### config.mk
export PLATFORM = sky130hd
export DESIGN_NAME = z80bd_int_ctrl
export DESIGN_NICKNAME = d
export VERILOG_FILES = /design/src/rtl/z80bd_int_ctrl.sv
export SDC_FILE = /design/constraint.sdc
export NUM_CORES = 1
export LEC_CHECK = 0
export ABC_AREA = 1
export ABC_CLOCK_PERIOD_IN_PS = 1400
export BUFFER_PORTS_ARGS = -buffer_cell sky130_fd_sc_hd__buf_4
export CORE_MARGIN = 4
export CORE_UTILIZATION = 51
export CTS_CLUSTER_DIAMETER = 120
export DETAILED_ROUTE_END_ITERATION = 8
export PLACE_DENSITY = 0.71
export SLEW_MARGIN = 10
export SYNTH_ARGS = -nofsm -noshare
export SYNTH_HDL_FRONTEND = slang
export SYNTH_SLANG_ARGS = --single-unit
### constraint.sdc
create_clock -name CLK_24MHz -period 1.4 [get_ports CLK_24MHz]
set_input_delay 0.14 -clock CLK_24MHz [delete_from_list [all_inputs] [get_ports CLK_24MHz]]
set_output_delay 0.14 -clock CLK_24MHz [all_outputs]
set_load 0.01 [all_outputs]
### src/rtl/z80bd_int_ctrl.sv
// Three-source interrupt controller for the Z80 board: UART level, 50 Hz timer, external edge.
// Supplies the acknowledge vector and the mask/status and vector-base register reads.
module z80bd_int_ctrl #(
   parameter int unsigned TIMER_DIV = 480000,
   parameter logic [7:0]  CTRL_PORT = 8'h30,
   parameter logic [7:0]  VEC_PORT  = 8'h31
) (
   input  logic       CLK_24MHz,
   input  logic       RES,
   input  logic       IORQ,
   input  logic       M1,
   input  logic       RD,
   input  logic       WR,
   input  logic [7:0] A,
   input  logic [7:0] D_IN,
   input  logic       U_INT,
   input  logic       EXT_INT,
   output logic       INT,
   output logic [7:0] D_OUT,
   output logic       D_OE
);

   localparam int unsigned      CNT_W   = (TIMER_DIV > 1) ? $clog2(TIMER_DIV) : 1;
   localparam logic [CNT_W-1:0] CNT_MAX = CNT_W'(TIMER_DIV - 1);
   localparam logic [CNT_W-1:0] CNT_ONE = CNT_W'(1);

   localparam logic [1:0] ST_IDLE   = 2'd0;
   localparam logic [1:0] ST_ASSERT = 2'd1;
   localparam logic [1:0] ST_ACK    = 2'd2;

   // Lowest set index wins: UART, then timer, then external.
   function automatic logic [1:0] prio_idx(input logic [2:0] req);
      logic [1:0] idx;
      idx = 2'd0;
      if (req[0]) begin
         idx = 2'd0;
      end else if (req[1]) begin
         idx = 2'd1;
      end else if (req[2]) begin
         idx = 2'd2;
      end else begin
         idx = 2'd0;
      end
      return idx;
   endfunction

   logic [1:0]       iorq_sync_r, m1_sync_r, rd_sync_r, wr_sync_r, ext_sync_r;
   logic             ext_prev_r, wr_prev_r, wr_go_r;
   logic [7:0]       wr_addr_r, wr_data_r;
   logic [2:0]       mask_r;
   logic [4:0]       vbase_r;
   logic [2:1]       pend_r;
   logic [1:0]       state_r, src_r;
   logic             int_r;
   logic [CNT_W-1:0] cnt_r;

   logic       iorq_s, m1_s, rd_s, wr_s, ext_s;
   logic       wr_strobe_s, ack_s, ack_go_s, tick_s, ext_rise_s;
   logic [2:0] pend_s, req_v_s;
   logic [2:1] clr_s;
   logic [1:0] vec_src_s;
   logic       ack_raw_s, rd_raw_s;

   assign iorq_s = iorq_sync_r[1];
   assign m1_s   = m1_sync_r[1];
   assign rd_s   = rd_sync_r[1];
   assign wr_s   = wr_sync_r[1];
   assign ext_s  = ext_sync_r[1];

   // RD low alongside WR is not a legal bus cycle and is not treated as a write.
   assign wr_strobe_s = ~iorq_s & ~wr_s & rd_s & ~wr_prev_r;
   assign ack_s       = ~m1_s & ~iorq_s;
   assign ack_go_s    = (state_r == ST_ASSERT) & ack_s;
   assign tick_s      = (cnt_r == CNT_MAX);
   assign ext_rise_s  = ext_s & ~ext_prev_r;
   assign pend_s      = {pend_r[2], pend_r[1], U_INT};
   assign req_v_s     = pend_s & mask_r;
   assign clr_s[1]    = ack_go_s & (src_r == 2'd1);
   assign clr_s[2]    = ack_go_s & (src_r == 2'd2);

   // Strobe/EXT synchronizers; strobes clear to their inactive (high) level.
   always_ff @(posedge CLK_24MHz) begin
      if (RES) begin
         iorq_sync_r <= 2'b11;
         m1_sync_r   <= 2'b11;
         rd_sync_r   <= 2'b11;
         wr_sync_r   <= 2'b11;
         ext_sync_r  <= 2'b00;
         ext_prev_r  <= 1'b0;
         wr_prev_r   <= 1'b0;
      end else begin
         iorq_sync_r <= {iorq_sync_r[0], IORQ};
         m1_sync_r   <= {m1_sync_r[0], M1};
         rd_sync_r   <= {rd_sync_r[0], RD};
         wr_sync_r   <= {wr_sync_r[0], WR};
         ext_sync_r  <= {ext_sync_r[0], EXT_INT};
         ext_prev_r  <= ext_s;
         wr_prev_r   <= ~iorq_s & ~wr_s;
      end
   end

   // Capture address/data at the write strobe, commit to the registers one cycle later.
   always_ff @(posedge CLK_24MHz) begin
      if (RES) begin
         wr_go_r   <= 1'b0;
         wr_addr_r <= 8'h00;
         wr_data_r <= 8'h00;
         mask_r    <= 3'b000;
         vbase_r   <= 5'b00000;
      end else begin
         wr_go_r <= wr_strobe_s;
         if (wr_strobe_s) begin
            wr_addr_r <= A;
            wr_data_r <= D_IN;
         end
         if (wr_go_r) begin
            if (wr_addr_r == CTRL_PORT) begin
               mask_r <= wr_data_r[2:0];
            end else if (wr_addr_r == VEC_PORT) begin
               vbase_r <= wr_data_r[7:3];
            end
         end
      end
   end

   // Free-running tick timer and latched pending bits; a new event beats a same-cycle clear.
   always_ff @(posedge CLK_24MHz) begin
      if (RES) begin
         cnt_r  <= '0;
         pend_r <= 2'b00;
      end else begin
         cnt_r     <= tick_s ? '0 : cnt_r + CNT_ONE;
         pend_r[1] <= tick_s | (pend_r[1] & ~clr_s[1]);
         pend_r[2] <= ext_rise_s | (pend_r[2] & ~clr_s[2]);
      end
   end

   // Request/acknowledge sequencer driving INT.
   always_ff @(posedge CLK_24MHz) begin
      if (RES) begin
         state_r <= ST_IDLE;
         src_r   <= 2'd0;
         int_r   <= 1'b1;
      end else begin
         case (state_r)
            ST_IDLE: begin
               if (req_v_s != 3'b000) begin
                  src_r   <= prio_idx(req_v_s);
                  int_r   <= 1'b0;
                  state_r <= ST_ASSERT;
               end
            end
            ST_ASSERT: begin
               if (ack_s) begin
                  int_r   <= 1'b1;
                  state_r <= ST_ACK;
               end else if (!req_v_s[src_r]) begin
                  int_r   <= 1'b1;
                  state_r <= ST_IDLE;
               end
            end
            ST_ACK: begin
               int_r <= 1'b1;
               if (iorq_s) begin
                  state_r <= ST_IDLE;
               end
            end
            default: begin
               int_r   <= 1'b1;
               state_r <= ST_IDLE;
            end
         endcase
      end
   end

   assign INT = int_r;

   // Bus-facing read/vector mux, decoded from the raw strobes so the CPU sees data in the same cycle.
   always_comb begin
      ack_raw_s = ~IORQ & ~M1;
      rd_raw_s  = ~IORQ & ~RD & M1 & ((A == CTRL_PORT) | (A == VEC_PORT));
      vec_src_s = (state_r == ST_IDLE) ? 2'b11 : src_r;
      D_OE      = ack_raw_s | rd_raw_s;
      D_OUT     = 8'h00;
      if (ack_raw_s) begin
         D_OUT = {vbase_r, vec_src_s, 1'b0};
      end else if (A == CTRL_PORT) begin
         D_OUT = {1'b0, pend_s, 1'b0, mask_r};
      end else if (A == VEC_PORT) begin
         D_OUT = {vbase_r, 3'b000};
      end else begin
         D_OUT = 8'h00;
      end
   end

endmodule
== Word level (Yosys, flattened, before mapping) ==
Cells that the tools add are included.

* Register bits after elaboration: 63
* Input port bits: 24
* Output and inout bits: 10
* Logic and storage cells: 87

* $add $sub $neg: 1
* $lt $le $gt $ge: 1
* Equal/unequal tests: 12
* Muxes and demuxes: 18
* Bitwise gates (word level): 30
* Reductions and logical operators: 8

{| class="wikitable"
|+ Operators with widths
! kind !! number
|-
| 8-bit by 6-bit equality test with 1-bit output, second input constant || 4
|-
| 8-bit two-way mux || 3
|-
| 19-bit by 1-bit adder with 19-bit output, second input constant || 1
|-
| 19-bit equality test, second input constant || 1
|-
| 2-bit two-way mux || 8
|-
| 1-bit bitwise AND || 14
|-
| 1-bit inverter || 11
|-
| 2-bit case mux with 3 select lines || 1
|-
| 2-bit AND reduction || 3
|-
| 3-bit AND reduction || 2
|-
| 2-bit by 1-bit equality test with 1-bit output, second input constant || 2
|-
| 2-bit equality test, second input constant || 2
|-
| 1-bit two-way mux || 4
|-
| 2-bit inequality test, second input constant || 2
|-
| 1-bit bitwise OR || 4
|-
| 3-bit bitwise AND || 1
|-
| 2-bit by 3-bit less-than comparator with 1-bit output, second input constant || 1
|-
| 3-bit inequality test, second input constant || 1
|-
| 3-bit nonzero test || 1
|-
| 1-bit binary-select mux with 2-bit select || 1
|-
| 2-bit zero test || 1
|-
| 1-bit case mux with 2 select lines || 1
|-
| 2-bit OR reduction || 1
|}

== Depth between registers and ports, before layout ==
* Depth after elaboration: 7
* Gate-level depth with buffers: 10
* Depth with buffers taken out: 10

== Worst setup path before layout ==
Ideal clock, no wire load.

* Path type: register -> register
* Start point: reg cnt_r[0]
* End point: reg cnt_r[10]
* Library setup time: 115 ps
* Arrival time: 1292 ps
* Required time: 1285 ps
* Path slack: -8 ps
* Cell stages (with the launch flop): 10
* Buffers on the path: 1
* Period minus slack after synthesis: 1408 ps
* Cells stage by stage: dfxtp_1 -> ha_1 -> nand3_2 -> inv_2 -> nand2_2 -> clkinv_2 -> nand3_4 -> nand2_4 -> buf_12 -> nor2_2

* Word-level cells in the longest chain between the ends: 2
* Elaborated cells on any way between the ends: 3
* Classes of those cells: 1 x add/sub; 1 x eq/ne; 1 x reduce/logical

{| class="wikitable"
|+ RTL lines
! item !! line !! text
|-
| from (decl) || 55 || <nowiki>logic [CNT_W-1:0] cnt_r;</nowiki>
|-
| from (signal assigned) || 132 || <nowiki>cnt_r <= tick_s ? '0 : cnt_r + CNT_ONE;</nowiki>
|-
| parallel branches: the longest is 2 deep, another holds 19-bit by 1-bit adder with 19-bit output || - ||
|}

Several ways; the timed one is not identified.
A chain may end at the register's enable or synchronous reset.

== Worst setup path in the final report ==
* Start point: reg cnt_r[11]
* End point: reg cnt_r[12]

The elaborated chain is that of the path after synthesis.

==> impl_metrics.toml <==
[run_status]
outcome = "finished clean"

[placed_design]
pre_cts_ws_ns = 0.00463
gp_congestion = 0.899
portBuffers = 33
dpl.hpwl_um = 4230

[pwr]
p_per_area_nw_per_um2 = 1120
power.switching_mw = 0.784
p_comb_share_pct = 5.7
ir_worst_vdd_uv = 600
total_power_mw = 3.89
p_seq_share_pct = 47.2
netSwitchingFraction_pct = 20.1
p_clk_share_pct = 47.1
internal_power_mw = 3.11
p_leak_nw = 1.44

[synthesis]
postSynthCellCount = 379
synth_top_area_cell = "dfxtp_1"
yosys.area.top_type_share_pct = 45.8
synth_area_um2 = 2750
synth_seq_cells = 63
synth_flop_cell = "dfxtp_1"
yosysMostFrequentCell = "nand2_1"
async_flop_share_pct = 0
syn_avg_cell_area_um2 = 7.26
synth_edf_count = 0
ys_seq_area_share_pct = 45.8
syn_nets = 404
synth.area.top_cells = "dfxtp_1, nand2_1, nor2_1"
yosysWarnings = 0
synth.distinct_cells = 32
synth_commonest_cells = "nand2_1, nor2_1, dfxtp_1"

[setup_path]
cp.required_ns = 1.67
rr_endpoint = "cnt_r[12]"
max_stage_delay_ns = 0.41
r2r_slack_ns = 0.04
start_kind = "flip-flop"
reg2reg_depth = 5
crit_chain = "nand2_1, nor2_1, nand3_1, or2_2, a21oi_1"
critPathMaxFanout = 5
critPathArrivalTime_ns = 1.63
crit_slowest_cell = "dfxtp_1"
critPathKind = "flip-flop to flip-flop"
cp-end-kind = "flip-flop"
timing.rr.start = "cnt_r[11]"

[cts]
cts_num_sinks = 63
cts_tree = "built"
clock_latency_ns = 0.34
cts_buffers = 9
cts_max_level = 3
clockRootBuffer = "clkbuf_8"
clkSlewWorstSetupHoldPaths_ns = 0.06
cts_buffer_depth = 2

[global_routing]
grt_max_degree = 29
grt_pass1_wl_um = 9900
grt_usage_pct = 19.8
grt_overflow_total = 0
antenna_found_initial = 0
grt_pass1_vias = 2263

[routing]
wl_per_cell_um = 11.8
first_pass_iters = 4
drt_iter0_drc = 106
viasPerCell = 4.97
antenna_left = 0
vias = 2512
drc_errors = 0
wl_um = 5980

[sta]
worst_pin_slew_ns = 0.465
timing.hold.ws_ns = 0.0282
setup_ws_ns = 0.0418
drv_slew = 0
finalCriticalPeriod_ns = 1.36
finalHoldViolCount = 0
fin_worst_skew_ns = 0.00797
fin_crit_sh_pct = 97.0
fmax_mhz = 736
finalSetupViolations = 0
slew_headroom_pct = 69.0

[floorplanning]
io_pins = 34
die_h_um = 81.5
die_w_um = 81.5
die-area_um2 = 6640
initial_core_util_pct = 53.2
core_area_um2 = 5170
rows = 26

[min_path]
hold_start = "EXT_INT"
hold_class = "primary input to flip-flop"
min_path_cells = 3
whs_endpoint = "ext_sync_r[0]"

[cells_and_area]
drive_above_1_share_pct = 22.3
syn_to_final_growth_pct = 26.7
nets = 456
antenna_cells = 0

[run]
drv_cap = 0
-- layer usage --
layer	global-route usage [%]	part of all wire, %	up-vias	wire length [um]
met4	11.1	2.1	0	125
li1	-	-	1318	-
met2	30.4	45	56	2720
met5	0	0	-	0
met1	25.5	47	1129	2830
met3	4.61	5.2	9	313
-- worst max-delay path by stage --
stage / startpoint / to / slack [ns] / cells past startpoint
floorplan: cnt_r[0] / cnt_r[10] / 0.01 / 9
global placement: A[6] / D_OUT[1] / 0.03 / 7
detailed placement: A[6] / D_OUT[2] / 0.005 / 7
CTS: A[6] / D_OUT[2] / 0.002 / 7
global route: cnt_r[11] / cnt_r[12] / -0.08 / 5
finish: cnt_r[11] / cnt_r[12] / 0.04 / 5
-- power by group through the flow --
stage,clock network (mW),logic (mW),registers (mW)
3_3_place_gp,0,0.190,1.88
3_5_place_dp,0,0.193,1.88
2_1_floorplan,0,0.101,1.87
6_report,1.84,0.222,1.84
4_1_cts,1.88,0.203,1.84
5_1_grt,1.95,0.249,1.84
-- per-stage QoR --
step                setup TNS (ns)  area (um2)  util (%)  instances
CTS                              0        3400      65.8        502
global route                -0.211        3490      67.4        505
floorplan                        0        2760         -        379
global placement                 0        3140      60.6        483
finish                           0        3490      67.4        505
detailed placement               0        3140      60.6        483
-- final cells by class --
cell class / count / area (um2)
inverter: 36 / 138
multi-input combinational: 272 / 1350
timing repair buffer: 49 / 420
clock inverter: 4 / 95.1
sequential: 63 / 1260
clock buffer: 11 / 131
tap: 70 / 87.6
fill: 467 / 1690
-- cell families after synthesis --
group	after synthesis	synth area share, %
flip-flops	63	45.8
adder cells (fa/ha/maj)	1	0.454
XOR/XNOR	7	2.23
AO/OA/AOI/OAI	51	9.64
buffers and inverters	44	6.68
AND/OR/NAND/NOR	213	35.2
-- worst max-delay path, delay by kind of cell, from the launching register on --
family | cells | cell delay [ns]
AND/OR/NAND/NOR | 4 | 0.77
flip-flops | 1 | 0.41
AO/OA/AOI/OAI | 1 | 0.11
-- flip-flops by register name, summed over array words and instances (netlist names) --
name	count
wr_prev_r	1
wr_data_r	8
wr_go_r	1
src_r	2
m1_sync_r	2
mask_r	3
pend_r	2
vbase_r	5
wr_addr_r	8
iorq_sync_r	2
rd_sync_r	2
wr_sync_r	2
state_r	2
ext_sync_r	2
ext_prev_r	1
INT	1
cnt_r	19
-- placed cells by master (no fill, tap or decap), types with 2 or more instances in the layout --
cell type and count:
buf_4 42, nor3_1 6, dfxtp_1 61, nor3_2 2, or2_2 8, nor2_4 2, a21oi_1 22, nor2_1 66
nor2_2 14, bufinv_16 3, a21boi_0 2, xnor2_1 4, buf_12 2, inv_1 32, dlygate4sd3_1 4, nand2_2 2
clkbuf_1 2, o21ai_0 24, nand4_1 11, nand2_1 73, inv_2 2, nand3b_1 3, nand3_1 19, clkbuf_8 9
dfxtp_2 2, xor2_1 3
-- repair_timing --
action                                  CTS  global route
hold endpoints to repair                  4             0
hold buffers                              4             0
pin swaps                                 0             2
setup buffers                             0             2
endpoints found under the setup margin    2            27
cloned                                    0             1
resized for setup                         1            13
No activity file was read; power rests on OpenSTA's default activity.
